[config.mk]
export PLATFORM = sky130hd
export DESIGN_NAME = tt_um_taghreed_eialsalman_serial_subtractor
export DESIGN_NICKNAME = d
export VERILOG_FILES = /design/src/rtl/serial_sub_pkg.sv /design/src/rtl/half_subtractor.sv /design/src/rtl/tt_um_taghreed_eialsalman_serial_subtractor.sv
export SDC_FILE = /design/constraint.sdc
export NUM_CORES = 1
export LEC_CHECK = 0
export BUFFER_PORTS_ARGS = -buffer_cell sky130_fd_sc_hd__buf_2
export CAP_MARGIN = 0
export CORE_UTILIZATION = 59
export DETAILED_ROUTE_END_ITERATION = 6
export PLACE_DENSITY = 0.84
export SYNTH_ARGS = -nofsm -noshare
export SYNTH_HDL_FRONTEND = slang
export SYNTH_HIERARCHICAL = 1
export SYNTH_SLANG_ARGS = --single-unit
[constraint.sdc]
create_clock -name clk -period 3 [get_ports clk]
set_clock_uncertainty 0.2 [all_clocks]
set_input_delay 0.9 -clock clk [delete_from_list [all_inputs] [get_ports clk]]
set_output_delay 0.9 -clock clk [all_outputs]
set_load 0.005 [all_outputs]
[src/rtl/serial_sub_pkg.sv]
// Shared types and constants for the bit-serial subtractor.
// Overflow reporting is built only when SERIAL_SUB_OVF_EN is defined.
package serial_sub_pkg;

  typedef enum logic [1:0] {
    ST_IDLE  = 2'd0,
    ST_SHIFT = 2'd1,
    ST_DONE  = 2'd2
  } state_t;

  localparam int WIDTH = 8;
  localparam int CNT_W = $clog2(WIDTH);

  // uio_in bit positions
  localparam int LOAD_A = 0;
  localparam int LOAD_B = 1;
  localparam int START  = 2;

  // uio_out bit positions
  localparam int BUSY   = 4;
  localparam int DONE   = 5;
  localparam int BORROW = 6;
  localparam int OVF    = 7;

endpackage

[src/rtl/half_subtractor.sv]
// One-bit half subtractor; two of these plus an OR form a full-subtract slice.
module half_subtractor (
  input  logic a,
  input  logic b,
  output logic diff,
  output logic bout
);

  assign diff = a ^ b;
  assign bout = ~a & b;

endmodule

[src/rtl/tt_um_taghreed_eialsalman_serial_subtractor.sv]
// Bit-serial A-B subtractor, one bit per clock, LSB first.
// Optional: SERIAL_SUB_OVF_EN adds signed-overflow reporting on uio_out[7].
module tt_um_taghreed_eialsalman_serial_subtractor #(
  parameter int WIDTH = 8
) (
  input  logic       clk,
  input  logic       rst_n,
  input  logic       ena,
  input  logic [7:0] ui_in,
  input  logic [7:0] uio_in,
  output logic [7:0] uo_out,
  output logic [7:0] uio_out,
  output logic [7:0] uio_oe
);
  import serial_sub_pkg::*;

  state_t             state_q, state_d;
  logic [WIDTH-1:0]   a_q, a_d, b_q, b_d;
  logic [WIDTH-1:0]   res_q, res_d, out_q, out_d;
  logic [CNT_W-1:0]   cnt_q, cnt_d;
  logic               borrow_q, borrow_d;
  logic               borrow_out_q, borrow_out_d;
  logic               done_q, done_d;
  logic               start_q, start_d;
`ifdef SERIAL_SUB_OVF_EN
  logic               ovf_q, ovf_d;
`endif

  logic start_evt, load_a, load_b;
  logic d1, bo1, bo2, diff_bit, borrow_next;

  assign load_a    = uio_in[LOAD_A];
  assign load_b    = uio_in[LOAD_B];
  assign start_evt = uio_in[START] & ~start_q;

  half_subtractor u_hs_ab (.a(a_q[0]), .b(b_q[0]),   .diff(d1),       .bout(bo1));
  half_subtractor u_hs_br (.a(d1),     .b(borrow_q), .diff(diff_bit), .bout(bo2));
  assign borrow_next = bo1 | bo2;

  always_comb begin
    state_d      = state_q;
    a_d          = a_q;
    b_d          = b_q;
    res_d        = res_q;
    out_d        = out_q;
    cnt_d        = cnt_q;
    borrow_d     = borrow_q;
    borrow_out_d = borrow_out_q;
    done_d       = done_q;
    start_d      = start_q;
`ifdef SERIAL_SUB_OVF_EN
    ovf_d        = ovf_q;
`endif
    if (ena) begin
      start_d = uio_in[START];
      case (state_q)
        ST_IDLE, ST_DONE: begin
          if (start_evt) begin
            state_d  = ST_SHIFT;
            borrow_d = 1'b0;
            cnt_d    = '0;
            done_d   = 1'b0;
          end else if (load_a || load_b) begin
            if (load_a) a_d = ui_in[WIDTH-1:0];
            if (load_b) b_d = ui_in[WIDTH-1:0];
            state_d = ST_IDLE;
            done_d  = 1'b0;
          end
        end
        ST_SHIFT: begin
          // Operands rotate rather than zero-fill so they are intact after the run.
          a_d      = {a_q[0], a_q[WIDTH-1:1]};
          b_d      = {b_q[0], b_q[WIDTH-1:1]};
          res_d    = {diff_bit, res_q[WIDTH-1:1]};
          borrow_d = borrow_next;
          cnt_d    = cnt_q + 1'b1;
          if (cnt_q == CNT_W'(WIDTH - 1)) begin
            state_d      = ST_DONE;
            done_d       = 1'b1;
            out_d        = res_d;
            borrow_out_d = borrow_next;
`ifdef SERIAL_SUB_OVF_EN
            // On the last bit the slice inputs are the operand sign bits.
            ovf_d = (a_q[0] ^ b_q[0]) & (diff_bit ^ a_q[0]);
`endif
          end
        end
        default: state_d = ST_IDLE;
      endcase
    end
  end

  always_ff @(posedge clk or negedge rst_n) begin
    if (!rst_n) begin
      state_q      <= ST_IDLE;
      a_q          <= '0;
      b_q          <= '0;
      res_q        <= '0;
      out_q        <= '0;
      cnt_q        <= '0;
      borrow_q     <= 1'b0;
      borrow_out_q <= 1'b0;
      done_q       <= 1'b0;
      start_q      <= 1'b0;
`ifdef SERIAL_SUB_OVF_EN
      ovf_q        <= 1'b0;
`endif
    end else begin
      state_q      <= state_d;
      a_q          <= a_d;
      b_q          <= b_d;
      res_q        <= res_d;
      out_q        <= out_d;
      cnt_q        <= cnt_d;
      borrow_q     <= borrow_d;
      borrow_out_q <= borrow_out_d;
      done_q       <= done_d;
      start_q      <= start_d;
`ifdef SERIAL_SUB_OVF_EN
      ovf_q        <= ovf_d;
`endif
    end
  end

  always_comb begin
    uio_out         = '0;
    uio_out[BUSY]   = (state_q == ST_SHIFT);
    uio_out[DONE]   = done_q;
    uio_out[BORROW] = borrow_out_q;
`ifdef SERIAL_SUB_OVF_EN
    uio_out[OVF]    = ovf_q;
`else
    uio_out[OVF]    = 1'b0;
`endif
  end

  assign uo_out = out_q;
  assign uio_oe = 8'hF0;

  logic unused_ok;
  assign unused_ok = &{1'b0, uio_in[7:3]};

endmodule

==> results.cfg <==
[sta]
max_clock_freq_mhz = 388
tns_ns = 0
hold_viol = 0
post-route-period-util_pct = 85.9
setup_viol = 0
fin_ws_ns = 0.423
relSlewSlack_pct = 27.1
report.final.slew_viol_count = 0
grt_setup_unrepaired = no
finalCriticalPeriod_ns = 2.58
worst_pin_slew_ns = 1.09

[yosys]
synth_area_leaders = dfrtp_1, buf_4, mux2_4
synth_top_family_by_area = simple AND/OR/NAND/NOR gates
synth.avg_cell_area_um2 = 11.8
synth_top_area_share_pct = 45.0
synthXorXnorAreaFrac_pct = 0
synth-compound-area-share_pct = 15.4
yosys_warnings = 6
async_reset_ff_share_pct = 100
synth_edf_count = 0
syn_inst = 189
synth_most_common_cell = dfrtp_1
synthesis.area_um2 = 2220
yosys_register_bits = 40
synth_cell_types = 37
synthAdderAreaFrac_pct = 2.25
synthTopCellsByCount = dfrtp_1, buf_4, o22ai_1
synth_mux_area_share_pct = 9.46
ys_seq_area_share_pct = 45.0
synth-main-ff-cell = dfrtp_1
synth.largest_area_cell = dfrtp_1
yosys.area_share.simple_pct = 15.5

[power]
ir_worst_vdd_mv = 0.718
power.leakage_nw = 1.07
p_int_w = 0.00144
sw_frac_of_total_pct = 36.3
p_comb_share_pct = 35.2
pwr-share-clk_pct = 19.4
p_sw_w = 0.000818
seqPwrFrac_pct = 45.4
powerDensity_nw_per_um2 = 968

[worst_setup_path]
crit_buf_inv = 1
required_ns = 1.90
crit_arrival_ns = 1.48
crit_chain = nor2b_4 -> buf_2
end_kind = output port
crit_path_start_kind = register
slowest_delay_ns = 0.79
critPathSlowestCell = dfrtp_1
cp_top_family = flip-flops
crit_type = register to output port
critPathMaxFanout = 20

[routing]
drt_wl_total_mm = 4.25
drc = 0
avgViaCountPerCell = 6.04
drtAntennaViolNets = 0
dr.first_iter.drc_count = 166
first_pass_iters = 4
avgRoutedWirePerCell_um = 17.0
num_vias = 1511

[global_route]
grt_max_degree = 41
gr-usage-all-layers_pct = 23.8
antenna_found_initial = 0
grt_pass1_vias = 1482
grt_pass1_wl_mm = 7.11
grt_remaining_overflow = 0

[cts]
numClockSinks = 40
cts_max_level = 2
postCtsSetupBuffers = 0
ctsResizeCount = 0
clk_pin_slew_worst_paths_ns = 0.07
clockBufferDepth = 2
cts_tree = done
cts-root-buf = clkbuf_8
clk_latency_ns = 0.30
numCtsBuffers = 5
ctsHoldBuffers = 0

[placed_design]
gp_congestion = 0.800
dpl.hpwl_mm = 2.95
portBuffers = 24
preCtsSetupSlack_ns = 0.461
dp.cells = 242

[layout]
nets = 226
diodes = 0
area_growth_pct = 4.73
fin_cells = 250
drive_gt1_share_pct = 30.9
final_util_pct = 67.1

[die]
die_w_um = 63.4
design.die.area_um2 = 4020
die_h_um = 63.4
core-area_um2 = 3470
rows = 21
io_pins = 43
start_util_pct = 64.1

[worst_hold_path]
min_path_type = register to register

[outcome]
outcome = finished clean

[flow_run]
maxCapViolCount = 0
-- registers in the layout, indices dropped and copies added, names as in the netlist --
signal        count
a_q               8
b_q               8
uo_out            8
res_q             7
cnt_q             3
state_q           2
borrow_out_q      1
borrow_q          1
done_q            1
start_q           1
-- power by group through the flow --
| stage | Sequential, W | Clock (W) | Combinational [W] |
|---|---|---|---|
| CTS | 0.00102 | 0.000445 | 0.000799 |
| global placement | 0.00100 | 0 | 0.000748 |
| finish | 0.00102 | 0.000438 | 0.000792 |
| floorplan | 0.000943 | 0 | 0.000733 |
| global route | 0.00106 | 0.000472 | 0.000877 |
| detailed placement | 0.00103 | 0 | 0.000793 |
-- per-layer routing --
layer	vias up	routed length, µm	global-route usage (%)
met5	-	0	0
met1	749	1850	31.4
li1	707	-	-
met2	47	2070	36.7
met3	8	234	6.70
met4	0	97	9.94
-- cells by family (layout without fill, tap and decap cells) --
kind of cell	after synthesis	after routing
simple gates	47	47
compound gates	44	44
flops	40	40
buf+inv	36	40
mux	16	16
fa+ha+maj	4	4
other cells	2	13
-- cell type report --
type,instances,area [µm²]
Tap cell,46,57.6
Multi-Input combinational cell,124,996
Clock inverter,3,42.5
Inverter,5,18.8
Timing Repair Buffer,27,143
Fill cell,276,1140
Clock buffer,5,68.8
Sequential cell,40,1000
-- final timing paths --
path | slack (ns) | depth (start not counted) | from | end
worst max-delay path | 0.42 | 2 | state_q[0]$_DFFE_PN0P_ | uio_out[4]
worst max register to register | 1.02 | 3 | state_q[0]$_DFFE_PN0P_ | cnt_q[1]$_DFFE_PN0P_
worst min-delay path | 0.29 | 1 | uo_out[0]$_DFFE_PN0P_ | uo_out[0]$_DFFE_PN0P_
worst min register to register | 0.29 | 1 | uo_out[0]$_DFFE_PN0P_ | uo_out[0]$_DFFE_PN0P_
max in group asynchronous | 1.54 | 1 | rst_n | a_q[6]$_DFFE_PN0P_
min in group asynchronous | 0.52 | 1 | rst_n | uo_out[3]$_DFFE_PN0P_
-- worst reg2reg max path, cell delays in order, from the launching register on --
cell and delay (ns):
dfrtp_1 0.79, nand3b_4 0.41, o21a_1 0.27, a32o_1 0.21
-- cells in the final DEF (no fill, tap or decap), types with 2 or more instances in the layout --
cell and count:
mux2_1 6, a211oi_2 7, nor2_1 3, o22ai_1 16, conb_1 13, nand2_1 4, clkbuf_8 5, nor2b_1 2
o21ai_0 2, nor4b_1 4, nor3_2 7, a32o_1 2, mux2_2 2, inv_1 5, ha_1 4, dfrtp_1 40
a211oi_1 9, buf_2 24, nor3_1 9, mux2_4 8, o21ai_1 2, buf_4 3, nor4_1 12
-- through the flow --
stage	total power, W	hold WS (ns)	cell area (µm²)
detailed placement	0.00182	0.277	2220
CTS	0.00226	0.294	2330
global route	0.00241	0.327	2330
floorplan	0.00168	0.254	2260
finish	0.00225	0.294	2330
global placement	0.00175	0.264	2220
(Power assumes the default switching activity.)
